<file path="config.mk">
export PLATFORM = sky130hd
export DESIGN_NAME = multi_pwm
export DESIGN_NICKNAME = d
export VERILOG_FILES = /design/src/rtl/multi_pwm.sv
export SDC_FILE = /design/constraint.sdc
export NUM_CORES = 1
export LEC_CHECK = 0
export ABC_AREA = 0
export BUFFER_PORTS_ARGS = -buffer_cell sky130_fd_sc_hd__buf_2
export CORE_MARGIN = 1.5
export CORE_UTILIZATION = 42
export DETAILED_ROUTE_END_ITERATION = 6
export PLACE_DENSITY_LB_ADDON = 0.05
export SLEW_MARGIN = 20
export SYNTH_ARGS = -nofsm -noshare
export SYNTH_HDL_FRONTEND = slang
export SYNTH_SLANG_ARGS = --single-unit
</file>
<file path="constraint.sdc">
create_clock -name clk -period 2.38 [get_ports clk]
set_input_delay 0.476 -clock clk [delete_from_list [all_inputs] [get_ports clk]]
set_output_delay 0.476 -clock clk [all_outputs]
set_load 0.03 [all_outputs]
</file>
<file path="src/rtl/multi_pwm.sv">
// rtl/multi_pwm.sv - multi-channel PWM generator with shared period counter and per-channel duty ramping
module multi_pwm #(
  parameter int WIDTH    = 10,
  parameter int CHANNELS = 4,
  parameter int PRESCALE = 16,
  localparam int CW      = (CHANNELS > 1) ? $clog2(CHANNELS) : 1
) (
  input  logic                clk,
  input  logic                rst,
  input  logic                en,
  input  logic                wr_vld,
  output logic                wr_rdy,
  input  logic [CW-1:0]       wr_ch,
  input  logic [WIDTH-1:0]    wr_duty,
  input  logic [1:0]          wr_mode,
  output logic [CHANNELS-1:0] pwm_out,
  output logic                period_start
);

  typedef enum logic [1:0] {
    MODE_STATIC = 2'b00,
    MODE_SAW    = 2'b01,
    MODE_TRI    = 2'b10,
    MODE_RSVD   = 2'b11
  } mode_t;

  localparam logic             DIR_UP     = 1'b0;
  localparam logic             DIR_DOWN   = 1'b1;
  localparam logic [WIDTH-1:0] CNT_ZERO   = '0;
  localparam logic [WIDTH-1:0] CNT_MAX    = {WIDTH{1'b1}};
  localparam logic [WIDTH-1:0] CNT_TOP_M1 = CNT_MAX - 1'b1;
  localparam logic [WIDTH-1:0] CNT_ONE    = WIDTH'(1);
  localparam logic [CW:0]      CH_LIMIT   = (CW+1)'(CHANNELS);
  localparam logic [7:0]       PCNT_LAST  = 8'(PRESCALE - 1);

  // Shared timing state
  logic [WIDTH-1:0] cnt;
  logic [7:0]       pcnt;

  // Per-channel state: live duty/mode/direction plus a one-deep pending slot
  logic [WIDTH-1:0]    active    [CHANNELS];
  mode_t               mode      [CHANNELS];
  logic [CHANNELS-1:0] dir;
  logic [CHANNELS-1:0] pend;
  logic [WIDTH-1:0]    pend_duty [CHANNELS];
  mode_t               pend_mode [CHANNELS];

  // Ramp step candidates, applied only on a ramp tick
  logic [WIDTH-1:0]    step_active [CHANNELS];
  logic [CHANNELS-1:0] step_dir;

  logic boundary;
  logic ramp_tick;
  logic ch_valid;
  logic sel_pend;
  logic wr_acc;

  // Look up the pending flag of the addressed channel without indexing out of range
  always_comb begin
    sel_pend = 1'b0;
    for (int i = 0; i < CHANNELS; i++) begin
      if ({1'b0, wr_ch} == (CW+1)'(i)) begin
        sel_pend = pend[i];
      end
    end
  end

  assign ch_valid  = ({1'b0, wr_ch} < CH_LIMIT);
  assign wr_rdy    = !rst && ch_valid && !sel_pend;
  assign wr_acc    = wr_vld && wr_rdy;
  assign boundary  = en && (cnt == CNT_MAX);
  assign ramp_tick = boundary && (pcnt == PCNT_LAST);

  // Compute each channel's next ramp value and direction from its mode
  always_comb begin
    for (int i = 0; i < CHANNELS; i++) begin
      step_active[i] = active[i];
      step_dir[i]    = dir[i];
      case (mode[i])
        MODE_SAW: begin
          step_active[i] = active[i] + 1'b1;
        end
        MODE_TRI: begin
          if (dir[i] == DIR_UP) begin
            step_active[i] = active[i] + 1'b1;
            if (active[i] == CNT_TOP_M1) begin
              step_dir[i] = DIR_DOWN;
            end
          end else begin
            step_active[i] = active[i] - 1'b1;
            if (active[i] == CNT_ONE) begin
              step_dir[i] = DIR_UP;
            end
          end
        end
        default: begin
          step_active[i] = active[i];
        end
      endcase
    end
  end

  // Period counter and ramp prescaler; both freeze while en is low
  always_ff @(posedge clk) begin
    if (rst) begin
      cnt  <= CNT_ZERO;
      pcnt <= 8'd0;
    end else if (en) begin
      cnt <= cnt + 1'b1;
      if (boundary) begin
        pcnt <= ramp_tick ? 8'd0 : pcnt + 8'd1;
      end
    end
  end

  // Channel state: pending loads win over ramp steps at a boundary; new writes land in pending
  always_ff @(posedge clk) begin
    if (rst) begin
      for (int i = 0; i < CHANNELS; i++) begin
        active[i]    <= CNT_ZERO;
        mode[i]      <= MODE_STATIC;
        dir[i]       <= DIR_UP;
        pend[i]      <= 1'b0;
        pend_duty[i] <= CNT_ZERO;
        pend_mode[i] <= MODE_STATIC;
      end
    end else begin
      for (int i = 0; i < CHANNELS; i++) begin
        if (boundary && pend[i]) begin
          active[i] <= pend_duty[i];
          mode[i]   <= pend_mode[i];
          dir[i]    <= DIR_UP;
          pend[i]   <= 1'b0;
        end else if (ramp_tick) begin
          active[i] <= step_active[i];
          dir[i]    <= step_dir[i];
        end
        if (wr_acc && ({1'b0, wr_ch} == (CW+1)'(i))) begin
          pend[i]      <= 1'b1;
          pend_duty[i] <= wr_duty;
          pend_mode[i] <= mode_t'(wr_mode);
        end
      end
    end
  end

  // Registered compare outputs and period marker, one cycle behind cnt
  always_ff @(posedge clk) begin
    if (rst) begin
      pwm_out      <= '0;
      period_start <= 1'b0;
    end else if (en) begin
      for (int i = 0; i < CHANNELS; i++) begin
        pwm_out[i] <= (cnt < active[i]);
      end
      period_start <= (cnt == CNT_ZERO);
    end
  end

endmodule
</file>
==> flow_metrics.env <==
export IMPL_maxSlewViolCount=0
export IMPL_cts_max_path_buffers=2
export IMPL_mappedNetlistArea_sq_um=7420
export IMPL_synth_edf_count=96
export IMPL_floorplan_core_area_sq_um=17300
export IMPL_antenna_found_initial=0
export IMPL_finalSetupViolCount=0
export IMPL_crit_path_cell_trace="or3_1 -> or3_4 -> or4_4 -> or2_4 -> o21ai_2"
export IMPL_grt_first_pass_wirelength_um=29900
export IMPL_min_delay_path_depth=2
export IMPL_floorplan_die_width_um=136
export IMPL_synth_net_count=784
export IMPL_timing_setup_critical_path_class="flip-flop to flip-flop"
export IMPL_rsz0062_at_grt="no"
export IMPL_drive_gt1_frac=0.149
export IMPL_boundaryPins=24
export IMPL_crit_buf_inv=0
export IMPL_reg2reg_setup_slack_ns=0.12
export IMPL_hold_path_class="input port to flip-flop"
export IMPL_synth_yosys_seq_area_share=0.472
export IMPL_fin_nets=845
export IMPL_detailedPlacementHpwl_um=14200
export IMPL_max_clock_freq_mhz=442
export IMPL_path_max_fanout=10
export IMPL_die_area_sq_um=18500
export IMPL_route_detailed_drc=0
export IMPL_status="finished, final reports clean"
export IMPL_number_of_global_route_vias_before_repair=5536
export IMPL_max_slew_worst_pin_slew_ns=0.532
export IMPL_asyncSetResetFlopFracSynth=0
export IMPL_rr_worst_depth=5
export IMPL_maxCapViolCount=0
export IMPL_routed_wirelength_um=19100
export IMPL_fin_skew_ns=0.00946
export IMPL_gpl_final_weighted_congestion=0.866
export IMPL_worst_setup_path_end_kind="flip-flop"
export IMPL_rows=48
export IMPL_initial_core_util=0.429
export IMPL_hold_path_startpoint="wr_mode[0]"
export IMPL_groute_usage_overall=0.221
export IMPL_synth_area_per_cell_sq_um=10.5
export IMPL_synth_cell_types=60
export IMPL_whs_endpoint="pend_mode[3][0]"
export IMPL_synth_top_flop_cell="edfxtp_1"
export IMPL_num_vias=5549
export IMPL_path_clk_slew_ns=0.06
export IMPL_finalWorstPathRequiredPeriod_ns=2.26
export IMPL_slowest_stage="or4_4"
export IMPL_drt_pass1_iterations=5
export IMPL_tritoncts_num_buffers=17
export IMPL_min_period_over_period=0.950
export IMPL_io_buffer_count=23
export IMPL_vdd_drop_max_mv=0.603
export IMPL_cpPeakStageDelay_ns=0.54
export IMPL_vias_per_cell=5.50
export IMPL_hold_buffers=0
export IMPL_antennaDiodeCount=0
export IMPL_ant_nets=0
export IMPL_drtIter0Drc=283
export IMPL_numClockSinks=127
export IMPL_max_slew_margin=0.643
export IMPL_p_leak_nw=3.47
export IMPL_maximum_number_of_pins_on_one_net_before_global_route_repair=21
export IMPL_timing_critical_path_max_delay_family="simple AND/OR/NAND/NOR gates"
export IMPL_worst_setup_path_start_kind="flip-flop"
export IMPL_wl_per_cell_um=18.9
export IMPL_ys_warnings_count=0
export IMPL_cts_setup_buffers=0
export IMPL_clk_root_buffer_cell="clkbuf_16"
export IMPL_postSynthRegisterBits=127
export IMPL_clock_latency_ns=0.42
export IMPL_report_final_hold_viol_count=0
export IMPL_pwr_density_cell_nw_per_um2=637
export IMPL_worstReg2RegStart="pcnt[7]"
export IMPL_design_power_total_mw=5.51
export IMPL_synthesis_instances=710
export IMPL_crit_arrival_ns=2.53
export IMPL_overflow=0
export IMPL_worst_ep_required_time_ns=2.65
export IMPL_cts_tree="yes"
export IMPL_critical_path_reg2reg_endpoint="active[1][9]"
export IMPL_layout_core_utilization=0.500
export IMPL_h_tree_depth=4
export IMPL_fp_dieH_um=136
export IMPL_area_growth_synth_to_final_pct=16.5
## timing repair
action                                  in CTS  in global routing
resized for setup                            2                  4
gates cloned                                 0                  0
endpoints found under the setup margin      10                 22
pin swaps                                    0                  0
endpoints found under the hold margin        0                  0
## power breakdown
group	leakage (nW)	switching [mW]	internal, mW	total (mW)
sequential	1.21	0.0765	2.48	2.56
combinational	1.99	0.272	0.161	0.433
clock	0.269	0.973	1.54	2.52
total	3.47	1.32	4.18	5.51
## cell type report
type / instances / area (sq um)
repair buffers: 63 / 428
flip-flops and latches: 127 / 3500
clock inverters: 13 / 144
inverters: 45 / 169
fillers: 1611 / 8650
multi-input cells: 517 / 3690
clock buffers: 19 / 433
well taps: 225 / 282
## state kept, by name (all words and copies together), names as in the netlist
name / cells
period_start: 1
cnt: 10
pend: 4
mode: 8
active: 40
pend_mode: 8
pend_duty: 40
dir: 4
pwm_out: 4
pcnt: 8
## synth_stat cells, types with 3 or more instances
master / count / area share
nand4b_1: 3 / 0.0035
a22oi_1: 3 / 0.0030
inv_1: 45 / 0.023
nand2_1: 51 / 0.026
o22ai_1: 4 / 0.0034
and4_1: 5 / 0.0059
mux2i_1: 10 / 0.013
ha_1: 56 / 0.094
o2bb2ai_1: 5 / 0.0059
a21oi_1: 21 / 0.014
a22o_1: 17 / 0.020
dfxtp_1: 31 / 0.084
a21o_1: 10 / 0.010
or2_2: 4 / 0.0034
or3_1: 7 / 0.0059
nor4b_1: 6 / 0.0071
nand3_1: 18 / 0.012
and2_1: 59 / 0.050
o211ai_1: 8 / 0.0081
nand3b_1: 6 / 0.0061
xnor2_1: 38 / 0.045
edfxtp_1: 96 / 0.39
nand4_1: 16 / 0.013
clkbuf_1: 17 / 0.0086
nor4_1: 15 / 0.013
a32oi_1: 4 / 0.0047
xor2_1: 15 / 0.018
o31ai_1: 3 / 0.0030
o21ai_0: 18 / 0.012
nand2b_1: 8 / 0.0067
and3_1: 7 / 0.0059
nor2_1: 42 / 0.021
nor3_1: 20 / 0.013
o21ai_2: 8 / 0.0094
## cells in the final DEF, fill, tap and decap left out, types with 19 or more instances in the layout
master,instances
a21oi_1,21
and2_1,59
buf_2,23
buf_4,39
dfxtp_1,31
edfxtp_1,96
ha_1,56
inv_1,45
nand2_1,51
nor2_1,42
nor3_1,19
xnor2_1,38
## worst max path at each step
| stage | depth (start not counted) | from | slack [ns] | endpoint |
|---|---|---|---|---|
| after floorplan | 5 | pcnt[5] | 0.12 | active[0][0] |
| after global routing | 5 | pcnt[7] | 0.02 | active[1][7] |
| after CTS | 5 | pcnt[7] | 0.05 | active[1][9] |
| final | 5 | pcnt[7] | 0.12 | active[1][9] |
| after global placement | 5 | pcnt[7] | 0.03 | active[1][7] |
| after detailed placement | 5 | pcnt[7] | -0.03 | active[1][9] |
## logic make-up after synthesis
kind of cell    synth area share
mux                       0.0165
simple gates               0.210
buf+inv                   0.0347
xor+xnor                  0.0626
compound gates             0.110
flops                      0.472
fa+ha+maj                 0.0944
## per-layer routing
metal | up-vias | routed length (um) | track usage
met4 | 0 | 635 | 0.103
met1 | 2653 | 9100 | 0.304
li1 | 2723 | - | -
met2 | 146 | 8510 | 0.344
met5 | - | 0 | 0
met3 | 27 | 833 | 0.0343
## per-stage QoR
step	hold slack (ns)	instances	instance area [sq um]	TNS, ns	worst slack [ns]
2_1_floorplan	0.444	710	7420	0	0.115
3_3_place_gp	0.456	977	8050	0	0.0262
3_5_place_dp	0.471	977	8050	-0.109	-0.0251
4_1_cts	0.435	1009	8630	0	0.0472
5_1_grt	0.449	1009	8640	0	0.0216
6_report	0.449	1009	8640	0	0.119
## worst reg2reg max path, stage by stage (launching register included)
cell and delay, ns:
dfxtp_1 0.32, or3_1 0.38, or3_4 0.39, or4_4 0.54, or2_4 0.33, o21ai_2 0.16
Power figures use the tool's default switching activity.
